File: config.mk
export PLATFORM = sky130hd
export DESIGN_NAME = fetch_stage_flat
export DESIGN_NICKNAME = d
export VERILOG_FILES = /design/src/rtl/fetch_stage_pkg.sv /design/src/rtl/fetch_stage_if.sv /design/src/rtl/fetch_stage_resp_cancel_ctr.sv /design/src/rtl/fetch_stage.sv /design/src/flat_wrapper.sv
export SDC_FILE = /design/constraint.sdc
export NUM_CORES = 1
export LEC_CHECK = 0
export BUFFER_PORTS_ARGS = -buffer_cell sky130_fd_sc_hd__buf_4
export CORE_AREA = 2 2 101 103
export CTS_BUF_LIST = sky130_fd_sc_hd__clkbuf_8
export DETAILED_ROUTE_END_ITERATION = 8
export DIE_AREA = 0 0 103 105
export PLACE_DENSITY = 0.87
export SLEW_MARGIN = 40
export SYNTH_ARGS = -nofsm -noshare
export SYNTH_HDL_FRONTEND = slang
export SYNTH_SLANG_ARGS = --single-unit
export TNS_END_PERCENT = 50
File: constraint.sdc
create_clock -name clk -period 5.7 [get_ports clk]
set_clock_uncertainty 0.15 [all_clocks]
set_input_delay 0 -clock clk [delete_from_list [all_inputs] [get_ports clk]]
set_output_delay 0 -clock clk [all_outputs]
set_load 0.05 [all_outputs]
File: src/rtl/fetch_stage_pkg.sv
// Shared CPU front-end definitions used by the fetch stage.
// Contents:
//   RESET_PC       - PC held by IF after reset
//   EXCCODE_ADEL   - address-error-on-load/fetch exception code
//   exception_t    - exception status carried with a bundle
//   fs_to_ds_bus_t - bundle presented by IF to decode
//   gate_inst      - forces the instruction word to zero for exception bundles
package fetch_stage_pkg;

    localparam logic [31:0] RESET_PC     = 32'hbfc00000;
    localparam logic [4:0]  EXCCODE_ADEL = 5'h04;

    typedef struct packed {
        logic        ex;
        logic [4:0]  exccode;
        logic [31:0] badvaddr;
    } exception_t;

    typedef struct packed {
        logic [31:0] pc;
        logic [31:0] inst;
        exception_t  exc;
    } fs_to_ds_bus_t;

    // A faulting fetch has no meaningful instruction word, so decode sees zero.
    function automatic logic [31:0] gate_inst(input logic ex, input logic [31:0] inst);
        logic [31:0] result;
        if (ex) begin
            result = 32'h0000_0000;
        end else begin
            result = inst;
        end
        return result;
    endfunction

endpackage

File: src/rtl/fetch_stage_if.sv
// Handshake and bus signals around the IF stage.
//   pfs_*            : bundle from pre-fetch (PC, captured instruction, exception)
//   fs_allowin       : IF can accept a bundle this cycle
//   fs_valid         : IF holds a live bundle
//   ds_allowin       : decode can accept
//   flush, bpu_flush : pipeline flush / branch-prediction redirect
//   icache_*         : icache response
//   fs_to_ds_valid, ds_* : bundle presented to decode
// slave modport is the fetch stage itself; master modport is its environment.
interface fetch_stage_if;

    logic        pfs_to_fs_valid;
    logic        pfs_inst_valid;
    logic [31:0] pfs_inst;
    logic        pfs_data_cancel;
    logic [31:0] pfs_pc;
    logic        pfs_ex;
    logic [4:0]  pfs_exccode;
    logic [31:0] pfs_badvaddr;
    logic        fs_allowin;
    logic        fs_valid;
    logic        ds_allowin;
    logic        flush;
    logic        bpu_flush;
    logic        icache_data_ok;
    logic [31:0] icache_rdata;
    logic        fs_to_ds_valid;
    logic [31:0] ds_pc;
    logic [31:0] ds_inst;
    logic        ds_ex;
    logic [4:0]  ds_exccode;
    logic [31:0] ds_badvaddr;

    modport master (
        output pfs_to_fs_valid, pfs_inst_valid, pfs_inst, pfs_data_cancel,
               pfs_pc, pfs_ex, pfs_exccode, pfs_badvaddr,
               ds_allowin, flush, bpu_flush, icache_data_ok, icache_rdata,
        input  fs_allowin, fs_valid, fs_to_ds_valid,
               ds_pc, ds_inst, ds_ex, ds_exccode, ds_badvaddr
    );

    modport slave (
        input  pfs_to_fs_valid, pfs_inst_valid, pfs_inst, pfs_data_cancel,
               pfs_pc, pfs_ex, pfs_exccode, pfs_badvaddr,
               ds_allowin, flush, bpu_flush, icache_data_ok, icache_rdata,
        output fs_allowin, fs_valid, fs_to_ds_valid,
               ds_pc, ds_inst, ds_ex, ds_exccode, ds_badvaddr
    );

endinterface

File: src/rtl/fetch_stage_resp_cancel_ctr.sv
// Saturating up/down counter of icache responses that belong to cancelled
// requests and must be dropped on arrival.
// Ports:
//   clk, reset : clock, asynchronous active-high reset
//   inc        : number of newly cancelled outstanding requests this cycle (0..2)
//   dec        : an icache response arrives this cycle (consumed only if cnt>0)
//   cnt        : current number of stale responses still to come
module fetch_stage_resp_cancel_ctr #(
    parameter int CANCEL_W = 2
) (
    input  logic                clk,
    input  logic                reset,
    input  logic [1:0]          inc,
    input  logic                dec,
    output logic [CANCEL_W-1:0] cnt
);

    localparam int WW = CANCEL_W + 2;
    localparam logic [WW-1:0] MAX_WIDE = {2'b00, {CANCEL_W{1'b1}}};

    logic [CANCEL_W-1:0] cnt_r;
    logic [CANCEL_W-1:0] cnt_next_s;
    logic [WW-1:0]       sum_s;
    logic                dec_eff_s;

    // Next count: add increments, remove one arriving stale response, clamp at max.
    always_comb begin
        dec_eff_s  = dec & (cnt_r != {CANCEL_W{1'b0}});
        sum_s      = {2'b00, cnt_r} + {{CANCEL_W{1'b0}}, inc}
                   - {{(WW-1){1'b0}}, dec_eff_s};
        cnt_next_s = cnt_r;
        if (sum_s > MAX_WIDE) begin
            cnt_next_s = {CANCEL_W{1'b1}};
        end else begin
            cnt_next_s = sum_s[CANCEL_W-1:0];
        end
    end

    // Counter register.
    always_ff @(posedge clk or posedge reset) begin
        if (reset) begin
            cnt_r <= {CANCEL_W{1'b0}};
        end else begin
            cnt_r <= cnt_next_s;
        end
    end

    assign cnt = cnt_r;

endmodule

File: src/rtl/fetch_stage.sv
// IF stage: takes a bundle from pre-fetch, collects its icache response
// (or uses the instruction already captured upstream), holds it while decode
// stalls, drops responses of cancelled requests, and hands the bundle to
// decode under the valid/allowin handshake.
// Ports:
//   clk   : clock
//   reset : asynchronous active-high reset
//   io    : fetch_stage_if.slave (pre-fetch bundle, icache response,
//           flushes, decode handshake and bundle)
module fetch_stage #(
    parameter logic [31:0] RESET_PC = fetch_stage_pkg::RESET_PC,
    parameter int          CANCEL_W = 2
) (
    input  logic           clk,
    input  logic           reset,
    fetch_stage_if.slave   io
);

    import fetch_stage_pkg::*;

    logic                fs_valid_r;
    logic                inst_have_r;
    logic [31:0]         pc_r;
    logic [31:0]         inst_r;
    exception_t          ex_r;

    logic                flush_any_s;
    logic                cancel_zero_s;
    logic                take_data_s;
    logic                fs_ready_go_s;
    logic                fs_allowin_s;
    logic                accept_s;
    logic                inc_accept_s;
    logic                inc_flush_s;
    logic [1:0]          inc_s;
    logic [CANCEL_W-1:0] cancel_cnt_s;
    fs_to_ds_bus_t       bus_s;

    // Handshake and stale-response bookkeeping.
    always_comb begin
        flush_any_s   = io.flush | io.bpu_flush;
        cancel_zero_s = (cancel_cnt_s == {CANCEL_W{1'b0}});
        // A response is ours only when no stale response is still ahead of it.
        take_data_s   = fs_valid_r & ~inst_have_r & ~ex_r.ex & cancel_zero_s & io.icache_data_ok;
        fs_ready_go_s = ex_r.ex | inst_have_r | take_data_s;
        fs_allowin_s  = ~fs_valid_r | (fs_ready_go_s & io.ds_allowin);
        accept_s      = fs_allowin_s & ~flush_any_s;
        inc_accept_s  = accept_s & io.pfs_to_fs_valid & io.pfs_data_cancel;
        // A flushed bundle still waiting on the icache leaves a response in
        // flight. If that response is arriving in the flush cycle itself it is
        // already gone and must not be counted.
        inc_flush_s   = flush_any_s & fs_valid_r & ~inst_have_r & ~ex_r.ex & ~take_data_s;
        inc_s         = {1'b0, inc_accept_s} + {1'b0, inc_flush_s};
    end

    // Bundle state: accept, capture icache data during a stall, or flush.
    always_ff @(posedge clk or posedge reset) begin
        if (reset) begin
            fs_valid_r  <= 1'b0;
            inst_have_r <= 1'b0;
            pc_r        <= RESET_PC;
            inst_r      <= 32'h0000_0000;
            ex_r        <= '{ex: 1'b0, exccode: 5'h00, badvaddr: 32'h0000_0000};
        end else if (flush_any_s) begin
            fs_valid_r  <= 1'b0;
            inst_have_r <= 1'b0;
        end else if (fs_allowin_s) begin
            fs_valid_r  <= io.pfs_to_fs_valid;
            inst_have_r <= io.pfs_inst_valid;
            inst_r      <= io.pfs_inst;
            pc_r        <= io.pfs_pc;
            ex_r        <= '{ex: io.pfs_ex, exccode: io.pfs_exccode, badvaddr: io.pfs_badvaddr};
        end else if (take_data_s) begin
            // Only reached when decode stalls; otherwise the data bypasses.
            inst_r      <= io.icache_rdata;
            inst_have_r <= 1'b1;
        end
    end

    fetch_stage_resp_cancel_ctr #(
        .CANCEL_W (CANCEL_W)
    ) u_cancel_ctr (
        .clk   (clk),
        .reset (reset),
        .inc   (inc_s),
        .dec   (io.icache_data_ok),
        .cnt   (cancel_cnt_s)
    );

    // Bundle to decode, with same-cycle bypass of the icache data.
    always_comb begin
        bus_s.pc   = pc_r;
        bus_s.inst = gate_inst(ex_r.ex, inst_have_r ? inst_r : io.icache_rdata);
        bus_s.exc  = ex_r;
    end

    assign io.fs_allowin     = fs_allowin_s;
    assign io.fs_valid       = fs_valid_r;
    assign io.fs_to_ds_valid = fs_valid_r & fs_ready_go_s & ~flush_any_s;
    assign io.ds_pc          = bus_s.pc;
    assign io.ds_inst        = bus_s.inst;
    assign io.ds_ex          = bus_s.exc.ex;
    assign io.ds_exccode     = bus_s.exc.exccode;
    assign io.ds_badvaddr    = bus_s.exc.badvaddr;

endmodule

File: src/flat_wrapper.sv
// flat-port wrapper written by rule: the top's interface ports become plain ports
module fetch_stage_flat import fetch_stage_pkg::*;
#(
    parameter logic [31:0] RESET_PC = fetch_stage_pkg::RESET_PC,
    parameter int          CANCEL_W = 2
)
  (clk, reset, io_pfs_to_fs_valid, io_pfs_inst_valid, io_pfs_inst, io_pfs_data_cancel, io_pfs_pc, io_pfs_ex, io_pfs_exccode, io_pfs_badvaddr, io_ds_allowin, io_flush, io_bpu_flush, io_icache_data_ok, io_icache_rdata, io_fs_allowin, io_fs_valid, io_fs_to_ds_valid, io_ds_pc, io_ds_inst, io_ds_ex, io_ds_exccode, io_ds_badvaddr);
  fetch_stage_if io_i ();
  input  logic clk;
  input  logic reset;
  input wire logic [$bits(io_i.pfs_to_fs_valid)-1:0] io_pfs_to_fs_valid;
  input wire logic [$bits(io_i.pfs_inst_valid)-1:0] io_pfs_inst_valid;
  input wire logic [$bits(io_i.pfs_inst)-1:0] io_pfs_inst;
  input wire logic [$bits(io_i.pfs_data_cancel)-1:0] io_pfs_data_cancel;
  input wire logic [$bits(io_i.pfs_pc)-1:0] io_pfs_pc;
  input wire logic [$bits(io_i.pfs_ex)-1:0] io_pfs_ex;
  input wire logic [$bits(io_i.pfs_exccode)-1:0] io_pfs_exccode;
  input wire logic [$bits(io_i.pfs_badvaddr)-1:0] io_pfs_badvaddr;
  input wire logic [$bits(io_i.ds_allowin)-1:0] io_ds_allowin;
  input wire logic [$bits(io_i.flush)-1:0] io_flush;
  input wire logic [$bits(io_i.bpu_flush)-1:0] io_bpu_flush;
  input wire logic [$bits(io_i.icache_data_ok)-1:0] io_icache_data_ok;
  input wire logic [$bits(io_i.icache_rdata)-1:0] io_icache_rdata;
  output wire logic [$bits(io_i.fs_allowin)-1:0] io_fs_allowin;
  output wire logic [$bits(io_i.fs_valid)-1:0] io_fs_valid;
  output wire logic [$bits(io_i.fs_to_ds_valid)-1:0] io_fs_to_ds_valid;
  output wire logic [$bits(io_i.ds_pc)-1:0] io_ds_pc;
  output wire logic [$bits(io_i.ds_inst)-1:0] io_ds_inst;
  output wire logic [$bits(io_i.ds_ex)-1:0] io_ds_ex;
  output wire logic [$bits(io_i.ds_exccode)-1:0] io_ds_exccode;
  output wire logic [$bits(io_i.ds_badvaddr)-1:0] io_ds_badvaddr;
  assign io_i.pfs_to_fs_valid = io_pfs_to_fs_valid;
  assign io_i.pfs_inst_valid = io_pfs_inst_valid;
  assign io_i.pfs_inst = io_pfs_inst;
  assign io_i.pfs_data_cancel = io_pfs_data_cancel;
  assign io_i.pfs_pc = io_pfs_pc;
  assign io_i.pfs_ex = io_pfs_ex;
  assign io_i.pfs_exccode = io_pfs_exccode;
  assign io_i.pfs_badvaddr = io_pfs_badvaddr;
  assign io_i.ds_allowin = io_ds_allowin;
  assign io_i.flush = io_flush;
  assign io_i.bpu_flush = io_bpu_flush;
  assign io_i.icache_data_ok = io_icache_data_ok;
  assign io_i.icache_rdata = io_icache_rdata;
  assign io_fs_allowin = io_i.fs_allowin;
  assign io_fs_valid = io_i.fs_valid;
  assign io_fs_to_ds_valid = io_i.fs_to_ds_valid;
  assign io_ds_pc = io_i.ds_pc;
  assign io_ds_inst = io_i.ds_inst;
  assign io_ds_ex = io_i.ds_ex;
  assign io_ds_exccode = io_i.ds_exccode;
  assign io_ds_badvaddr = io_i.ds_badvaddr;
  fetch_stage #(.RESET_PC(RESET_PC), .CANCEL_W(CANCEL_W)) u_core (.clk(clk), .reset(reset), .io(io_i));
endmodule
==> results of run 1 <==
[layer usage]
layer | vias up | track usage [%] | share of wire [%]
met3 | 50 | 9.36 | 8.2
met1 | 2312 | 36.6 | 35
met2 | 246 | 60.4 | 53
li1 | 2116 | - | -
met4 | 0 | 15.0 | 3.5
met5 | - | 0 | 0
[power groups by stage]
stage	combinational (mW)	sequential, mW	clock (mW)
global placement	0.961	0.991	0
floorplan	0.368	1.28	0
global route	1.18	1.02	0.489
detailed placement	0.985	1.00	0
finish	1.13	1.01	0.452
CTS	1.10	0.989	0.456
[cells by family after synthesis]
family                     count (synthesis)  synth area share [%]
DFF                                      106                  54.9
muxes                                    102                  22.9
AOI/OAI and AO/OA                         71                  8.90
buffers and inverters                     64                  7.04
and+or+nand+nor                           51                  4.75
adders and majority gates                  4                  1.34
xor gates and xnor gates                   1                 0.181
[registers in the layout, indices dropped and copies added, names as in the netlist]
signal,count
u_core.io.ds_ex,1
u_core.io.ds_pc,32
u_core.io.ds_exccode,5
u_core.u_cancel_ctr.cnt,2
u_core.io.ds_badvaddr,32
u_core.inst_have_r,1
u_core.io.fs_valid,1
u_core.inst_r,32
[how the worst min path moves through the flow]
stage | to | slack (ns)
3_3_place_gp | u_core.io.ds_badvaddr[12] | -0.08
3_5_place_dp | u_core.io.ds_badvaddr[12] | -0.07
4_1_cts | u_core.io.ds_badvaddr[12] | 0.08
2_1_floorplan | u_core.inst_r[0] | -0.03
5_1_grt | u_core.u_cancel_ctr.cnt[1] | 0.14
6_report | u_core.u_cancel_ctr.cnt[0] | 0.09
[critical path, cell delays in order, from the launching register on]
cell	delay, ns
sky130_fd_sc_hd__dfrtp_4	0.74
sky130_fd_sc_hd__or3b_1	0.44
sky130_fd_sc_hd__o221a_2	0.52
sky130_fd_sc_hd__a22oi_2	0.26
sky130_fd_sc_hd__dlygate4sd3_1	0.57
sky130_fd_sc_hd__nand2_1	0.05
sky130_fd_sc_hd__dlygate4sd3_1	0.54
[area by class of cell]
class	count	area (um^2)	area share, %
inverter	37	141	1.70
tap	133	166	2.00
clock inverter	7	62.6	0.752
clock buffer	9	124	1.49
sequential	106	2670	32.1
timing repair buffer	391	3300	39.7
multi-input combinational	229	1860	22.3
[cell usage in the layout, fill, tap and decap left out, types with 2 or more instances in the layout]
cell type / netlist / final
sky130_fd_sc_hd__buf_4: 5 / 247
sky130_fd_sc_hd__dlygate4sd3_1: 0 / 142
sky130_fd_sc_hd__dfrtp_1: 97 / 95
sky130_fd_sc_hd__inv_1: 37 / 37
sky130_fd_sc_hd__mux2_2: 36 / 36
sky130_fd_sc_hd__nor2_1: 36 / 36
sky130_fd_sc_hd__mux2_1: 34 / 34
sky130_fd_sc_hd__a21oi_1: 34 / 34
sky130_fd_sc_hd__o22ai_1: 32 / 32
sky130_fd_sc_hd__mux2i_1: 32 / 32
sky130_fd_sc_hd__clkbuf_8: 0 / 10
sky130_fd_sc_hd__dfstp_2: 9 / 9
sky130_fd_sc_hd__nand2_1: 4 / 4
sky130_fd_sc_hd__clkinv_2: 0 / 4
sky130_fd_sc_hd__nand3_1: 4 / 3
sky130_fd_sc_hd__nand2b_1: 2 / 2
sky130_fd_sc_hd__fa_1: 2 / 2
sky130_fd_sc_hd__ha_1: 2 / 2
[metrics by stage]
stage               hold WS (ns)  total power, mW  setup slack (ns)
finish                    0.0910             2.59              2.32
global route               0.141             2.69              2.21
CTS                       0.0792             2.54              2.34
detailed placement       -0.0703             1.99              2.90
global placement         -0.0770             1.95              2.60
floorplan                -0.0258             1.65              2.78
[repair_timing]
item	4_1_cts	5_1_grt
hold buffers	142	0
endpoints found under the hold margin	146	0
resized for setup	0	0
==> implementation parameters, run 1 <==
Parameter                              Value

Placement
  Number of port buffers    247
  Detail Placement HPWL    9.58 mm
  RD Place Congestion    0.821
  Placed cell area    0.00671 mm^2
  Count of placed standard cells including taps    ~750

STA
  Slew at the pin closest to its max-slew limit    0.779 ns
  Slew margin rel.    between 40% and 50%
  Final-report setup violation count    0
  RSZ-0062 raised after global routing    false
  Minimum period implied by the final worst setup slack    approximately 3.4 ns
  Final hold viol count    0
  Setup total negative slack    0 ns
  Max-slew violation total from the final report    0
  Fraction of the cycle the final worst path needs    59.4%
  Max Freq    296 MHz

Die
  Floorplan die height    about 110 um
  Number of top-level pins    248
  # rows    36
  Chip Width    103 um
  Core region area    approximately 0.0096 mm^2
  Die area    0.0108 mm^2
  Initial Util    50.3%

Synthesis
  Cell with the most instances after synthesis    sky130_fd_sc_hd__dfrtp_1
  Async set-or-reset flop fraction in the synthesized netlist    100%
  Synthesized Nets    546
  Post-Synthesis Cells    approximately 400
  Commonest cells in the synthesized netlist    sky130_fd_sc_hd__dfrtp_1 (97), sky130_fd_sc_hd__inv_1 (37), sky130_fd_sc_hd__mux2_2 (36), sky130_fd_sc_hd__nor2_1 (36)
  Mean post-synth cell area    12.2 um^2
  Post-synthesis cell area    between 0.004 and 0.005 mm^2
  Main synth FF type    sky130_fd_sc_hd__dfrtp_1
  Synthesized flop and latch total    106
  Leading post-synthesis cells by cell area    sky130_fd_sc_hd__dfrtp_1 (50%), sky130_fd_sc_hd__mux2_2 (8.4%), sky130_fd_sc_hd__mux2_1 (7.9%), sky130_fd_sc_hd__mux2i_1 (6.6%), sky130_fd_sc_hd__dfstp_2 (4.9%)
  Number of flops mapped to enable cells by yosys    0
  Share of the yosys chip area belonging to registers    54.9%
  Synthesis Warnings    0
  Unique cell type count in the Yosys netlist    29
  Synth area leader    sky130_fd_sc_hd__dfrtp_1
  Share of the synthesized area in the top cell type    50.1%

Clock tree
  Clock tree from TritonCTS    built
  CTS H-tree lvls    3
  CTS buffer count    9
  Cell at the root of the clock tree    sky130_fd_sc_hd__clkbuf_8
  Post-CTS clock slew at the launch and capture registers of the worst setup and hold paths    0.09 ns
  Post-CTS setup-driven buffer insertion count    0
  Maximum number of buffers from clock root to sink    2
  Clock insertion delay at the later pin of the skew report    0.36 ns
  Number of clock sinks    106

Power
  Peak supply drop    0.000253 V
  Part of the total power dissipated in combinational logic    43.7%
  Part of the total power dissipated in the clock network    approximately 18%
  Power Density    311 mW/mm^2
  Internal power component    1.53 mW
  Share of power burned in registers    38.9%
  Switching power    1.05 mW
  Static power due to leakage    3.90 nW
  Fraction of power spent switching nets    40.7%

Setup path
  Reg2reg start    u_core.inst_have_r
  Crit path to    u_core.inst_have_r
  RR Endpoint    u_core.inst_have_r
  Reg2reg setup slack    ~2.3 ns
  Critical Path Source    u_core.inst_have_r
  Worst Setup Path Type    reg2reg
  Max Fanout on Critical Path    37
  Depth of the worst register-to-register path    6
  Data arrival time at the worst-slack endpoint    3.49 ns
  Setup crit end kind    flop
  CP required    about 5.8 ns
  Critical Path Source Type    flop

Worst hold path
  Worst hold path type    in2reg
  Hold_sp    io_icache_data_ok
  Cell count of the worst hold path    5

Detailed routing
  Average vias per placed instance    5.18
  Via count    4724
  Number of design-rule violations left by the first detailed-router iteration    213
  Final routed wire length divided by cell count    19.9 um
  Residual DRC count    0
  Post-detailed-route count of antenna-violating nets    0
  Routed Wire Length    between 15 and 20 mm
  Detailed Routing Iterations Pass 1    5

Finish
  Area added between synthesis and finish    71.6%
  Final layout net count    between 900 and 1000
  Final std cell area, no fill    0.00832 mm^2
  Final cell utilization of the core    86.3%
  Filler-free cell count of the finished design    912
  Number of antenna diodes    0
  Fillers    438
  Share of layout cells above drive strength 1    40.9%

Job
  Max-cap violations    0

Global route
  Number of antenna violations at the first check in global routing    0
  Largest net degree at the start of global routing    103
  Global route overflow    0
  Vias in the first global route    between 5000 and 6000
  Global-route wire length before repair    27.6 mm
  GRT Total Usage    33.9%

Run status
  Run status    completed
(Power assumes the default switching activity.)
==> inputs of run 2 (changes only) <==
--- a/config.mk
+++ b/config.mk
@@ -6,11 +6,11 @@
 export NUM_CORES = 1
 export LEC_CHECK = 0
 export BUFFER_PORTS_ARGS = -buffer_cell sky130_fd_sc_hd__buf_4
-export CORE_AREA = 2 2 101 103
+export CORE_AREA = 2 2 105 107
 export CTS_BUF_LIST = sky130_fd_sc_hd__clkbuf_8
 export DETAILED_ROUTE_END_ITERATION = 8
-export DIE_AREA = 0 0 103 105
-export PLACE_DENSITY = 0.87
+export DIE_AREA = 0 0 107 109
+export PLACE_DENSITY = 0.81
 export SLEW_MARGIN = 40
 export SYNTH_ARGS = -nofsm -noshare
 export SYNTH_HDL_FRONTEND = slang
==> constraint.sdc (replaced) <==
create_clock -name clk -period 3.2 [get_ports clk]
set_clock_uncertainty 0.15 [all_clocks]
set_input_delay 0 -clock clk [delete_from_list [all_inputs] [get_ports clk]]
set_output_delay 0 -clock clk [all_outputs]
set_load 0.05 [all_outputs]
==> run 2 against run 1 <==
Compared with the run above: cell area up 0.29%; die area rose by 7.8%; sequential power grew 72%; maximum frequency is 13% higher.
==> implementation parameters, run 2 (synthesis results as in run 1) <==
Parameter                              Value

Run status
  Run status    completed

Placement
  Number of port buffers    247
  RD Place Congestion    0.816
  Detail Placement HPWL    9.06 mm
  Worst setup timing slack at the placement stage    ~0.68 ns

Die
  Floorplan die height    109 um
  Number of top-level pins    ~250
  # rows    38
  Initial Util    45.7%
  Chip Width    107 um
  Core region area    between 0.01 and 0.015 mm^2
  Die area    0.0117 mm^2

STA
  RSZ-0062 raised after global routing    false
  Max-slew violation total from the final report    0
  Slew margin rel.    49.7%
  Minimum period implied by the final worst setup slack    2.99 ns
  Final worst hold slack    0.0856 ns
  Final-report setup violation count    0
  Max Freq    334 MHz
  Setup total negative slack    0 ns
  Final setup slack of the worst path    0.210 ns
  Fraction of the cycle the final worst path needs    93.4%
  Slew at the pin closest to its max-slew limit    0.754 ns
  Final hold viol count    0

Detailed routing
  Final routed wire length divided by cell count    17.5 um
  Routed Wire Length    16.2 mm
  Number of design-rule violations left by the first detailed-router iteration    roughly 280
  Average vias per placed instance    5.16
  Via count    4754
  Residual DRC count    0
  Detailed Routing Iterations Pass 1    5
  Post-detailed-route count of antenna-violating nets    0

Finish
  Most frequent cells in the layout    sky130_fd_sc_hd__buf_4 (251), sky130_fd_sc_hd__dlygate4sd3_1 (142), sky130_fd_sc_hd__dfrtp_1 (96)
  Most frequent standard cell in the layout excluding fill and tap cells    sky130_fd_sc_hd__buf_4
  Share of layout cells above drive strength 1    between 40% and 50%
  Final layout net count    924
  Final cell utilization of the core    between 70% and 80%
  Area added between synthesis and finish    72.1%
  Number of antenna diodes    0

Clock tree
  Clock tree from TritonCTS    built
  # resized after CTS    0
  Post-CTS clock slew at the launch and capture registers of the worst setup and hold paths    0.10 ns
  Number of clock sinks    106
  Hold_buf cts    142
  Clock insertion delay at the later pin of the skew report    0.36 ns
  Maximum number of buffers from clock root to sink    2
  Cell at the root of the clock tree    sky130_fd_sc_hd__clkbuf_8
  CTS buffer count    9
  Post-CTS setup-driven buffer insertion count    0
  CTS H-tree lvls    3

Setup path
  Setup crit end kind    flop
  Crit-path slowest cell    sky130_fd_sc_hd__o221a_2
  Worst Setup Path Type    reg2reg
  Data arrival time at the worst-slack endpoint    3.14 ns
  List of cells traversed by the critical path    buf_4, or3b_1, o221a_2, o22ai_1, a21oi_1, dlygate4sd3_1
  Slowest Stage Delay on Critical Path    0.69 ns
  CP required    3.35 ns
  Critical Path Source Type    flop
  Max Fanout on Critical Path    34

Global route
  Vias in the first global route    5110
  Global-route wire length before repair    ~25 mm
  Largest net degree at the start of global routing    103
  GRT Total Usage    27.9%
  Global route overflow    0
  Number of antenna violations at the first check in global routing    0

Power
  Peak supply drop    0.000375 V
  PnR Total Power    4.53 mW
  Static power due to leakage    between 3 and 4 nW
  Power Density    543 mW/mm^2

Job
  Max-cap violations    0

Worst hold path
  Worst hold path type    in2reg
-- run 2: path summary, 6_finish.rpt --
path	start	endpoint	slack, ns	depth (start not counted)
hold / removal	io_icache_data_ok	u_core.u_cancel_ctr.cnt[0]	0.09	5
min in group asynchronous	reset	u_core.io.ds_pc[10]	0.13	3
max in group asynchronous	reset	u_core.inst_r[4]	2.08	4
hold reg to reg	u_core.io.ds_pc[16]	u_core.io.ds_pc[16]	0.35	1
setup / recovery	u_core.inst_have_r	u_core.inst_r[15]	0.21	6
setup reg to reg	u_core.inst_have_r	u_core.inst_r[15]	0.21	6
-- run 2: through the flow --
step | instance area [um^2] | std cells
after floorplan | 4850 | 399
after global placement | 6740 | 764
after detailed placement | 6740 | 764
after CTS | 8340 | 922
after global routing | 8340 | 922
final | 8340 | 922
-- run 2: report_power, final --
group / internal, mW / total (mW) / switching, mW
Clock: 0.307 / 0.773 / 0.467
Sequential: 1.59 / 1.74 / 0.155
Combinational: 0.793 / 2.02 / 1.22
-- run 2: layer usage --
metal,GRT usage (%),up-vias,share of wire [%]
li1,-,2129,-
met1,32.2,2306,38
met2,49.3,274,52
met3,7.35,45,7.9
met4,12.0,0,2.5
met5,0,-,0
-- run 2: critical path: cells and delay by family (launching register included) --
kind / cells / cell delay, ns
compound gates: 3 / 1.05
buf+inv: 2 / 1.07
flops: 1 / 0.43
simple gates: 1 / 0.20
-- run 2: area by class of cell --
type                    instances  area, um^2
repair buffers                394        3330
flip-flops and latches        106        2670
fillers                       590        2260
multi-input cells             229        1850
well taps                     140         175
inverters                      37         146
clock buffers                  10         138
clock inverters                 6        42.5
